## config.mk

```make
export PLATFORM = sky130hd
export DESIGN_NAME = dff_pipe_elastic_flat
export DESIGN_NICKNAME = d
export VERILOG_FILES = /design/src/rtl/dff_pipe_elastic_if.sv /design/src/rtl/dff_pipe_elastic.sv /design/src/flat_wrapper.sv
export SDC_FILE = /design/constraint.sdc
export NUM_CORES = 1
export LEC_CHECK = 0
export BUFFER_PORTS_ARGS = -buffer_cell sky130_fd_sc_hd__clkbuf_2
export CAP_MARGIN = 20
export CORE_MARGIN = 1
export CORE_UTILIZATION = 40
export CTS_BUF_LIST = sky130_fd_sc_hd__clkbuf_16
export DETAILED_ROUTE_END_ITERATION = 12
export HOLD_SLACK_MARGIN = 0.06
export PLACE_DENSITY = 0.69
export SYNTH_ARGS = -nofsm -noshare
export SYNTH_HDL_FRONTEND = slang
export SYNTH_SLANG_ARGS = --single-unit
```

## constraint.sdc

```tcl
create_clock -name clk -period 2.42 [get_ports clk]
set_input_delay 0.121 -clock clk [delete_from_list [all_inputs] [get_ports clk]]
set_output_delay 0.121 -clock clk [all_outputs]
set_load 0.02 [all_outputs]
```

## src/rtl/dff_pipe_elastic_if.sv

```systemverilog
`default_nettype none
// ----------------------------------------------------------------------------
// Module   : dff_pipe_elastic_if
// Purpose  : Producer/consumer valid-ready bus for the elastic register pipe.
// Revision : 1.0 - initial release
// ----------------------------------------------------------------------------
interface dff_pipe_elastic_if #(
  parameter int WIDTH = 4
);
  logic             in_valid;
  logic             in_ready;
  logic [WIDTH-1:0] in_data;
  logic             out_valid;
  logic             out_ready;
  logic [WIDTH-1:0] out_data;

  modport master (
    output in_valid, in_data, out_ready,
    input  in_ready, out_valid, out_data
  );

  modport slave (
    input  in_valid, in_data, out_ready,
    output in_ready, out_valid, out_data
  );
endinterface
`default_nettype wire

```

## src/rtl/dff_pipe_elastic.sv

```systemverilog
`default_nettype none
// ----------------------------------------------------------------------------
// Module   : dff_pipe_elastic
// Purpose  : DEPTH-stage elastic register pipe with bubble collapse and flush.
// Revision : 1.0 - initial release
// ----------------------------------------------------------------------------
module dff_pipe_elastic #(
  parameter int               WIDTH   = 4,
  parameter int               DEPTH   = 3,
  parameter logic [WIDTH-1:0] RST_VAL = '0
) (
  input  logic                         clk,
  input  logic                         rst,
  input  logic                         flush,
  dff_pipe_elastic_if.slave            bus,
  output logic [$clog2(DEPTH+1)-1:0]   count
);

  localparam int CW = $clog2(DEPTH + 1);

  logic [DEPTH-1:0] v_q;
  logic [DEPTH-1:0] v_d;
  logic [WIDTH-1:0] d_q [DEPTH];
  logic [WIDTH-1:0] d_d [DEPTH];
  logic [CW-1:0]    count_q;
  logic [CW-1:0]    count_d;

  logic [DEPTH-1:0] rdy;
  logic [DEPTH-1:0] up_v;
  logic [WIDTH-1:0] up_d [DEPTH];

  // A stage can load when it is empty or everything downstream will move.
  always_comb begin : ready_chain
    logic acc;
    acc = bus.out_ready;
    rdy = '0;
    for (int i = DEPTH - 1; i >= 0; i--) begin
      acc    = acc | ~v_q[i];
      rdy[i] = acc;
    end
  end

  always_comb begin : upstream
    up_v[0] = bus.in_valid;
    up_d[0] = bus.in_data;
    for (int i = 1; i < DEPTH; i++) begin
      up_v[i] = v_q[i-1];
      up_d[i] = d_q[i-1];
    end
  end

  always_comb begin : next_state
    v_d = v_q;
    d_d = d_q;
    if (flush) begin
      v_d = '0;
    end else begin
      for (int i = 0; i < DEPTH; i++) begin
        if (rdy[i]) begin
          v_d[i] = up_v[i];
          if (up_v[i]) d_d[i] = up_d[i];
        end
      end
    end
    count_d = '0;
    for (int i = 0; i < DEPTH; i++) begin
      count_d = count_d + CW'(v_d[i]);
    end
  end

  always_ff @(posedge clk) begin
    if (rst) begin
      v_q     <= '0;
      count_q <= '0;
      for (int i = 0; i < DEPTH; i++) d_q[i] <= RST_VAL;
    end else begin
      v_q     <= v_d;
      count_q <= count_d;
      for (int i = 0; i < DEPTH; i++) d_q[i] <= d_d[i];
    end
  end

  assign bus.in_ready  = rdy[0] & ~flush;
  assign bus.out_valid = v_q[DEPTH-1];
  assign bus.out_data  = d_q[DEPTH-1];
  assign count         = count_q;

endmodule
`default_nettype wire

```

## src/flat_wrapper.sv

```systemverilog
// flat-port wrapper written by rule: the top's interface ports become plain ports
module dff_pipe_elastic_flat 
#(
  parameter int               WIDTH   = 4,
  parameter int               DEPTH   = 3,
  parameter logic [WIDTH-1:0] RST_VAL = '0
)
  (clk, rst, flush, count, bus_in_valid, bus_in_data, bus_out_ready, bus_in_ready, bus_out_valid, bus_out_data);
  dff_pipe_elastic_if #(.WIDTH(WIDTH)) bus_i ();
  input  logic clk;
  input  logic rst;
  input  logic flush;
  output logic [$clog2(DEPTH+1)-1:0] count;
  input wire logic [$bits(bus_i.in_valid)-1:0] bus_in_valid;
  input wire logic [$bits(bus_i.in_data)-1:0] bus_in_data;
  input wire logic [$bits(bus_i.out_ready)-1:0] bus_out_ready;
  output wire logic [$bits(bus_i.in_ready)-1:0] bus_in_ready;
  output wire logic [$bits(bus_i.out_valid)-1:0] bus_out_valid;
  output wire logic [$bits(bus_i.out_data)-1:0] bus_out_data;
  assign bus_i.in_valid = bus_in_valid;
  assign bus_i.in_data = bus_in_data;
  assign bus_i.out_ready = bus_out_ready;
  assign bus_in_ready = bus_i.in_ready;
  assign bus_out_valid = bus_i.out_valid;
  assign bus_out_data = bus_i.out_data;
  dff_pipe_elastic #(.WIDTH(WIDTH), .DEPTH(DEPTH), .RST_VAL(RST_VAL)) u_core (.clk(clk), .rst(rst), .flush(flush), .bus(bus_i), .count(count));
endmodule
```

==> run_summary.xml <==
<?xml version="1.0" encoding="UTF-8"?>
<metrics>
  <group name="worst_setup_path">
    <metric name="worst_setup_path_start_kind" unit="">flip-flop</metric>
    <metric name="critical_path_peak_fanout" unit="">7</metric>
    <metric name="path_depth" unit="">5</metric>
    <metric name="critical_path.top_delay_family" unit="">simple AND/OR/NAND/NOR gates</metric>
    <metric name="critPathCaptureType" unit="">flip-flop</metric>
    <metric name="critical_path_class" unit="">reg2reg</metric>
    <metric name="path_common_cell" unit="">nor2b_1</metric>
    <metric name="length_in_cells_of_the_worst_reg_to_reg_path" unit="">5</metric>
    <metric name="cells_along_the_critical_path" unit="">nor2b_1, a21oi_1, nor2_1, fa_1, nor2b_1</metric>
    <metric name="worst_path_max_delay_cell" unit="">fa_1</metric>
    <metric name="critPathRequiredTime" unit="ns">2.54</metric>
    <metric name="worst-path-buf-inv" unit="">0</metric>
    <metric name="timing.critical_path.arrival" unit="ns">1.84</metric>
    <metric name="cpPeakStageDelay" unit="ns">0.42</metric>
  </group>
  <group name="route">
    <metric name="drc_errors" unit="">0</metric>
    <metric name="detailroute.via_count" unit="">536</metric>
    <metric name="routed_wire_length_per_instance" unit="microns">10.09</metric>
    <metric name="ant_nets" unit="">0</metric>
    <metric name="detail_route.vias_per_cell" unit="">4.661</metric>
    <metric name="drt_pre_antenna_iters" unit="">4</metric>
    <metric name="wire_length_after_detailed_routing" unit="mm">1.160</metric>
    <metric name="initialDrtViolationCount" unit="">11</metric>
  </group>
  <group name="cts">
    <metric name="postCtsSetupRepairBufs" unit="">0</metric>
    <metric name="clk_transition_reported_paths" unit="ns">0.05</metric>
    <metric name="tritoncts" unit="">built</metric>
    <metric name="cts.repair.resized" unit="">0</metric>
    <metric name="ctsRootBufferMaster" unit="">clkbuf_16</metric>
    <metric name="h-tree-depth" unit="">1</metric>
    <metric name="cts_made_buffers" unit="">3</metric>
    <metric name="clock_tree.buffer_depth" unit="">2</metric>
    <metric name="clkLatencyLatePin" unit="ns">0.24</metric>
    <metric name="hold_fix_buffers_at_cts" unit="">0</metric>
    <metric name="clock-sinks" unit="">17</metric>
  </group>
  <group name="yosys">
    <metric name="synthesis.area_per_instance" unit="sq um">9.685</metric>
    <metric name="netlist_instances" unit="">77</metric>
    <metric name="ys_seq_area_share" unit="%">45.64</metric>
    <metric name="mappedNetlistArea" unit="sq um">745.7</metric>
    <metric name="postSynthRegisterBits" unit="">17</metric>
    <metric name="synth.net_count" unit="">87</metric>
    <metric name="synth.yosys.warnings" unit="">0</metric>
    <metric name="synth.lib_cells_used.distinct" unit="">16</metric>
  </group>
  <group name="run_status">
    <metric name="outcome" unit="">completed</metric>
  </group>
  <group name="placement">
    <metric name="gp_routability_congestion" unit="">0.7462</metric>
    <metric name="dpl_cell_area" unit="sq um">814.5</metric>
    <metric name="io_buffer_count" unit="">16</metric>
    <metric name="hpwl" unit="microns">842.2</metric>
  </group>
  <group name="layout">
    <metric name="fillCellCount" unit="">164</metric>
    <metric name="layout_common_cells" unit="">dfxtp_1, clkbuf_2, nand2b_1</metric>
    <metric name="finish.instance_area" unit="sq um">893.4</metric>
    <metric name="syn2layout_area_growth" unit="%">19.80</metric>
    <metric name="nNetsFinal" unit="">101</metric>
    <metric name="layout_commonest_cell" unit="">dfxtp_1</metric>
    <metric name="layout.core_utilization" unit="%">51.18</metric>
    <metric name="antenna_diode_instance_count" unit="">0</metric>
    <metric name="drive_gt1_share" unit="%">24.44</metric>
  </group>
  <group name="timing">
    <metric name="worstMarginPinSlew" unit="ns">0.4177</metric>
    <metric name="timing.slew.headroom" unit="%">72.10</metric>
    <metric name="rsz0062_at_grt" unit="">no</metric>
    <metric name="setup_violations" unit="">0</metric>
    <metric name="clock.fmax" unit="GHz">0.5832</metric>
    <metric name="fin_crit" unit="ns">1.715</metric>
    <metric name="finalMaxSlewViolations" unit="">0</metric>
    <metric name="timing.final.hold_violations" unit="">0</metric>
    <metric name="totalNegativeSetupSlack" unit="ns">0</metric>
    <metric name="finalClockSkew" unit="ns">0.003084</metric>
    <metric name="min_period_over_period" unit="%">70.86</metric>
  </group>
  <group name="flow_run">
    <metric name="drv_cap" unit="">0</metric>
  </group>
  <group name="global_routing">
    <metric name="grt_use_met1" unit="%">19.26</metric>
    <metric name="grt.met2_usage" unit="%">19.71</metric>
    <metric name="grt_overflow_total" unit="">0</metric>
    <metric name="first_global_vias" unit="">488</metric>
    <metric name="global_route.usage.met3" unit="%">3.600</metric>
    <metric name="grt_busiest_layer" unit="">met2</metric>
    <metric name="wire_length_of_the_first_global_routing_pass" unit="mm">2.049</metric>
    <metric name="gr-usage-all-layers" unit="%">14.17</metric>
    <metric name="grt_start_max_net_pins" unit="">22</metric>
    <metric name="antenna_violations_before_repair" unit="">0</metric>
  </group>
  <group name="die">
    <metric name="die_height" unit="microns">45.18</metric>
    <metric name="coreArea" unit="sq um">1745</metric>
    <metric name="die_width" unit="microns">45.18</metric>
    <metric name="placementRows" unit="">15</metric>
    <metric name="num_io_pins" unit="">17</metric>
    <metric name="die_area" unit="sq um">2041</metric>
    <metric name="initial_core_util" unit="%">42.72</metric>
  </group>
  <group name="power">
    <metric name="cellPowerDensity" unit="nW/um^2">721.5</metric>
    <metric name="power.static_leakage" unit="nW">0.3500</metric>
    <metric name="ir_drop" unit="V">0.0003191</metric>
  </group>
  <group name="worst_hold_path">
    <metric name="holdCritPathClass" unit="">in2reg</metric>
    <metric name="min_path_cells" unit="">3</metric>
  </group>
</metrics>
## flip-flops by register name, summed over array words and instances (netlist names)
signal / cells
u_core.d_q: 8
u_core.v_q: 3
u_core.bus.out_data: 4
u_core.count: 2
## cell type report
class                      instances  area, sq um  area share [%]
tap                               25        31.28           3.501
multi-input combinational         53        362.8           40.62
timing repair buffer              16        80.08           8.964
clock buffer                       3        75.07           8.403
sequential                        17        340.3           38.10
clock inverter                     1        3.754          0.4202
## worst reg2reg max path, stage by stage (launching register included)
cell     delay [ns]
dfxtp_1        0.35
nor2b_1        0.39
a21oi_1        0.15
nor2_1         0.15
fa_1           0.42
nor2b_1        0.14
## per-layer routing
layer  up-vias  wire [microns]
met5         -               0
met4         0              14
met3         2              29
met2         9             525
met1       244             590
li1        281               -
## stage by stage
stage	instances	power, mW	hold slack, ns	setup WS, ns
after CTS	115	0.6549	0.1162	0.6837
final	115	0.6446	0.1200	0.7053
after global placement	111	0.3332	0.3671	0.7695
after floorplan	77	0.3219	0.2767	0.6904
after global routing	115	0.6725	0.1328	0.5400
after detailed placement	111	0.3343	0.3718	0.6972
## power by group
group / internal (mW) / switching (mW)
Clock: 0.219 / 0.0978
Combinational: 0.0188 / 0.0204
Sequential: 0.287 / 0.00234
Total: 0.524 / 0.121
## cells by family (layout without fill, tap and decap cells)
kind of cell	Yosys count	in the layout	synth area share [%]
adder cells (fa/ha/maj)	1	1	2.685
AO/OA/AOI/OAI	10	10	7.215
AND/OR/NAND/NOR	34	34	28.02
multiplexers	8	8	10.74
flip-flops	17	17	45.64
buffers and inverters	7	20	5.705
## path summary, 6_finish.rpt
check | startpoint | end | slack, ns
hold / removal | bus_in_data[3] | u_core.d_q[11] | 0.12
setup reg to reg | u_core.v_q[2] | u_core.count[0] | 0.71
hold reg to reg | u_core.d_q[4] | u_core.d_q[4] | 0.47
setup / recovery | u_core.v_q[2] | u_core.count[0] | 0.71
## synthesized netlist by cell type, drive strengths merged
| cell | n | area (sq um) |
|---|---|---|
| nand2b | 15 | 93.84 |
| nand3 | 4 | 20.02 |
| fa | 1 | 20.02 |
| clkbuf | 2 | 7.510 |
| buf | 5 | 35.03 |
| nor2 | 6 | 22.52 |
| nor2b | 4 | 25.02 |
| a21oi | 6 | 33.78 |
| nor3 | 3 | 15.01 |
| and4b | 1 | 13.76 |
| dfxtp | 17 | 340.3 |
| o21ai | 4 | 20.02 |
| nor3b | 1 | 18.77 |
| mux2i | 8 | 80.08 |
(Power assumes the default switching activity.)
